--- src/rtl/crc12_framer.sv ---
// crc12_framer: appends a CRC-12/DECT (poly 0x80F, init 0, MSB-first) to a byte stream.
// Optional feature macro: CRC12_FRAMER_SOF_EN prepends SOF_BYTE to every frame (not CRC'd).
// The output is one register stage; s_ready is combinational from state and m_ready.
module crc12_framer #(
    parameter logic [7:0] SOF_BYTE = 8'hD5
) (
    input  logic       clk,
    input  logic       arstn,
    input  logic [7:0] s_data,
    input  logic       s_valid,
    input  logic       s_last,
    output logic       s_ready,
    output logic [7:0] m_data,
    output logic       m_valid,
    output logic       m_last,
    input  logic       m_ready
);

    localparam int unsigned DW = 8;
    localparam int unsigned CW = 12;
    localparam logic [CW-1:0] POLY = 12'h80F;

    typedef enum logic [2:0] {
        IDLE   = 3'd0,
`ifdef CRC12_FRAMER_SOF_EN
        SOF    = 3'd1,
`endif
        DATA   = 3'd2,
        CRC_HI = 3'd3,
        CRC_LO = 3'd4
    } state_e;

    state_e        state_q, state_d;
    logic [CW-1:0] crc_q, crc_d;
    logic [DW-1:0] m_data_q, m_data_d;
    logic          m_valid_q, m_valid_d;
    logic          m_last_q, m_last_d;
    logic          en_q;
    logic          out_free;
    logic          accept;

`ifndef CRC12_FRAMER_SOF_EN
    // SOF_BYTE has no role without the SOF beat; sink it so it is not left dangling.
    logic unused_sof;
    assign unused_sof = ^SOF_BYTE;
`endif

    // Fold one byte into the CRC, MSB first.
    function automatic logic [CW-1:0] crc_step(input logic [CW-1:0] crc, input logic [DW-1:0] b);
        logic [CW-1:0] c;
        c = crc ^ {b, 4'b0000};
        for (int i = 0; i < 8; i++) begin
            c = c[CW-1] ? ((c << 1) ^ POLY) : (c << 1);
        end
        return c;
    endfunction

    // Next-state, CRC and output-register logic.
    always_comb begin
        state_d   = state_q;
        crc_d     = crc_q;
        m_data_d  = m_data_q;
        m_valid_d = m_valid_q;
        m_last_d  = m_last_q;
        out_free  = !m_valid_q || m_ready;
        s_ready   = 1'b0;

`ifdef CRC12_FRAMER_SOF_EN
        if (en_q && state_q == DATA) s_ready = out_free;
`else
        if (en_q && (state_q == IDLE || state_q == DATA)) s_ready = out_free;
`endif
        accept = s_valid && s_ready;

        // Current output byte leaves on handshake unless replaced below.
        if (m_valid_q && m_ready) begin
            m_valid_d = 1'b0;
            m_last_d  = 1'b0;
        end

        case (state_q)
            IDLE: begin
                crc_d = '0;
`ifdef CRC12_FRAMER_SOF_EN
                if (s_valid) state_d = SOF;
`endif
            end
`ifdef CRC12_FRAMER_SOF_EN
            SOF: begin
                if (out_free) begin
                    m_data_d  = SOF_BYTE;
                    m_valid_d = 1'b1;
                    m_last_d  = 1'b0;
                    state_d   = DATA;
                end
            end
`endif
            DATA: ;
            CRC_HI: begin
                if (out_free) begin
                    m_data_d  = {4'b0000, crc_q[11:8]};
                    m_valid_d = 1'b1;
                    m_last_d  = 1'b0;
                    state_d   = CRC_LO;
                end
            end
            CRC_LO: begin
                if (out_free) begin
                    m_data_d  = crc_q[7:0];
                    m_valid_d = 1'b1;
                    m_last_d  = 1'b1;
                    crc_d     = '0;
                    state_d   = IDLE;
                end
            end
            default: state_d = IDLE;
        endcase

        // Payload beat: only possible in IDLE (no SOF) or DATA; crc_q is zero in IDLE.
        if (accept) begin
            m_data_d  = s_data;
            m_valid_d = 1'b1;
            m_last_d  = 1'b0;
            crc_d     = crc_step(crc_q, s_data);
            state_d   = s_last ? CRC_HI : DATA;
        end
    end

    // State, CRC and output registers; en_q holds s_ready low until the first edge after reset.
    always_ff @(posedge clk or negedge arstn) begin
        if (!arstn) begin
            state_q   <= IDLE;
            crc_q     <= '0;
            m_data_q  <= '0;
            m_valid_q <= 1'b0;
            m_last_q  <= 1'b0;
            en_q      <= 1'b0;
        end else begin
            state_q   <= state_d;
            crc_q     <= crc_d;
            m_data_q  <= m_data_d;
            m_valid_q <= m_valid_d;
            m_last_q  <= m_last_d;
            en_q      <= 1'b1;
        end
    end

    assign m_data  = m_data_q;
    assign m_valid = m_valid_q;
    assign m_last  = m_last_q;

endmodule

--- config.mk ---
export PLATFORM = sky130hd
export DESIGN_NAME = crc12_framer
export DESIGN_NICKNAME = d
export VERILOG_FILES = /design/src/rtl/crc12_framer.sv
export SDC_FILE = /design/constraint.sdc
export NUM_CORES = 1
export LEC_CHECK = 0
export CAP_MARGIN = 10
export CORE_AREA = 2 2 70 72
export CTS_CLUSTER_DIAMETER = 100
export DETAILED_ROUTE_END_ITERATION = 8
export DIE_AREA = 0 0 72 74
export PLACE_DENSITY = 0.58
export SLEW_MARGIN = 25
export SYNTH_ARGS = -nofsm -noshare
export SYNTH_HDL_FRONTEND = slang
export SYNTH_SLANG_ARGS = --single-unit
--- constraint.sdc ---
create_clock -name clk -period 2.3 [get_ports clk]
set_input_delay 0.46 -clock clk [delete_from_list [all_inputs] [get_ports clk]]
set_output_delay 0.46 -clock clk [all_outputs]
set_load 0.02 [all_outputs]
==> out/qor.txt <==
Status = completed
Hold Vio Cnt, Final = 0
Clock network power share = 0.134
Combinational share of power = 0.536
MaxCap Viol Count = 0
CP startpoint kind = input port
Total gr overflow = 0
Core area = 4600 µm²
Setup crit end kind = primary output
H-tree depth = 1
Post-CTS Setup Bufs = 0
Area grow syn2layout = 32.2%
Final core utilization = 0.387
DP Cell Count = 220
CTS hold repair buffers = 0
Finished Layout Cells = 224
Hold Crit Class = flip-flop to flip-flop
Net switching power = 840 µW
Total CTS buffers = 3
DIE AREA = 5330 µm²
Synth unique cells = 28
Setup WS post-layout = 0.0474 ns
Largest net degree at the start of global routing = 27
Layout cell share with drive strength beyond 1 = 0.129
CP max FO = 2
Die Span X = 72 µm
Initial Util = 0.293
Fin Clk Skew = 0.00167 ns
Final nets = 184
Clock Tree Root = clkbuf_8
Max-slew violations = 0
Total track usage = 0.122
Cell leakage power = 0.000777 µW
I/O Buffers = 23
Syn_nets = 148
Seq pwr share = 0.330
Final WL = 3040 µm
Routed vias = 1064
RR Startpoint = crc_q[4]$_DFFE_PN0P_
Synthesized flop and latch total = 26
Max Freq = 0.444 GHz
Worst hold slack = 0.486 ns
Worst Path Arrival = 1.79 ns
Initial antenna violation count = 0
Sequential fraction of the synthesis area = 0.484
Final ANT Viol Nets = 0
Clock sink count = 26
Power Dens Cells = 1260 nW/µm²
Clock Tree Buf Depth = 2
Iter 0 DRT Violations = 56
Drt wl/cell = 13.6 µm
CTS tree = done
RSZ-0062 raised after global routing = false
Worst-Skew Late Latency = 0.27 ns
First-pass GRT wire length = 4970 µm
Cell Rows = 25
Syn Area/Cell = 9.96 µm²
Final Cycle Share = 0.979
Die Y = 74 µm
HPWL after DPL = 2280 µm
Antenna Cells = 0
# DRC = 0
DP Worst Slack = -0.0413 ns
Max VDD drop = 0.323 mV
Final Wtd Congestion = 0.782
Int Pwr = 1390 µW
Crit Path Class = input port to primary output
I/O pins = 24
Vias per inst = 4.75
Fin crit period = 2.25 ns
First-pass iteration count of the detailed router = 3
Cts repair resizes = 0
Syn Inst Count = 135
CP Launch Point = m_ready
# setup viols final = 0
Synthesized area = 1350 µm²
Net Sw Frac = 0.376
Worst-path clk slew = 0.09 ns
Hold Startpoint = m_data[2]$_DFFE_PN0P_
CP required = 1.84 ns
YS warnings = 0
Vias in the first global route = 1074
## power by group through the flow
stage | sequential, µW | clock [µW] | combinational, µW
4_1_cts | 739 | 305 | 1200
3_5_place_dp | 750 | 0 | 1200
5_1_grt | 763 | 319 | 1310
6_report | 736 | 300 | 1200
2_1_floorplan | 799 | 0 | 708
3_3_place_gp | 740 | 0 | 1180
## cell type report
type | instances | area [µm²]
multi-input combinational | 103 | 669
tap | 54 | 67.6
timing repair buffer | 37 | 335
fill | 458 | 2820
clock buffer | 4 | 55.1
sequential | 26 | 651
## state kept, by name, indices dropped and copies added (netlist names)
signal and cells:
m_data 8, m_last 1, m_valid 1, state_q 3, crc_q 12, en_q 1
## critical path: stages
cell and delay, ns:
clkdlybuf4s50_1 0.47, nand2b_1 0.11, and3_1 0.15, clkdlybuf4s50_1 0.60
## synthesized netlist by cell type
cell type  instances  share of area
xor2_2             1          0.012
xor2_1             8          0.052
buf_2              2         0.0074
nand3_1            1         0.0037
dfrtp_1           26           0.48
xnor3_1            1          0.017
a21o_1             1         0.0056
nand4_1            1         0.0047
xnor2_1           10          0.065
clkbuf_1           4          0.011
nor3b_1            1         0.0056
nor4_4             1          0.016
a211oi_1           1         0.0056
a22o_1             2          0.013
nor2_1             4          0.011
mux2i_1            4          0.030
nand2b_1           2         0.0093
a22oi_1            4          0.022
nand3b_1           1         0.0056
nand2_1           27          0.075
o21ai_0           23          0.086
xnor3_2            1          0.018
a22o_2             1         0.0074
a21oi_1            3          0.011
o211ai_1           1         0.0056
and3_1             1         0.0047
conb_1             1         0.0028
nor2b_1            2         0.0093
## layout by cell type, fill, tap and decap left out, drive strengths merged
| cell type | Yosys | final |
|---|---|---|
| nor2b | 2 | 2 |
| a22oi | 4 | 4 |
| buf | 2 | 14 |
| a21o | 1 | 1 |
| a22o | 3 | 3 |
| dfrtp | 26 | 26 |
| nand3 | 1 | 1 |
| clkbuf | 4 | 4 |
| mux2i | 4 | 4 |
| nand2b | 2 | 2 |
| nor4 | 1 | 1 |
| nor2 | 4 | 4 |
| conb | 1 | 1 |
| clkdlybuf4s50 | 0 | 23 |
| xnor2 | 10 | 10 |
| nand3b | 1 | 1 |
| nor3b | 1 | 1 |
| o211ai | 1 | 1 |
| o21ai | 23 | 23 |
| a211oi | 1 | 1 |
| and3 | 1 | 1 |
| a21oi | 3 | 3 |
| xor2 | 9 | 9 |
| nand2 | 27 | 27 |
| xnor3 | 2 | 2 |
| nand4 | 1 | 1 |
## cell families (layout without fill, tap and decap cells)
family,after synthesis,after routing,synth area share
and+or+nand+nor,41,41,0.145
AOI/OAI and AO/OA,36,36,0.156
DFF,26,26,0.484
xor gates and xnor gates,21,21,0.164
buffers and inverters,6,41,0.0186
muxes,4,4,0.0298
other,1,1,0.00279
## path summary, 6_finish.rpt
path	cells past startpoint	end	slack [ns]
max reg2reg	5	crc_q[11]$_DFFE_PN0P_	0.44
min reg2reg	2	m_data[2]$_DFFE_PN0P_	0.49
min in group asynchronous	2	m_data[6]$_DFFE_PN0P_	0.54
max in group asynchronous	2	crc_q[0]$_DFFE_PN0P_	1.50
min	2	m_data[2]$_DFFE_PN0P_	0.49
max	4	s_ready	0.05
## per-layer routing
layer,GRT usage,share of wire,vias up
li1,-,-,529
met1,0.157,0.48,514
met2,0.204,0.48,15
met3,0.0136,0.015,6
met4,0.0671,0.026,0
met5,0,0,-
## through the flow
stage	TNS, ns	total power [µW]	cell area, µm²
3_3_place_gp	0	1910	1720
4_1_cts	0	2250	1780
5_1_grt	0	2390	1780
2_1_floorplan	0	1510	1350
3_5_place_dp	-0.0413	1940	1720
6_report	0	2230	1780
No activity file was read; power rests on OpenSTA's default activity.
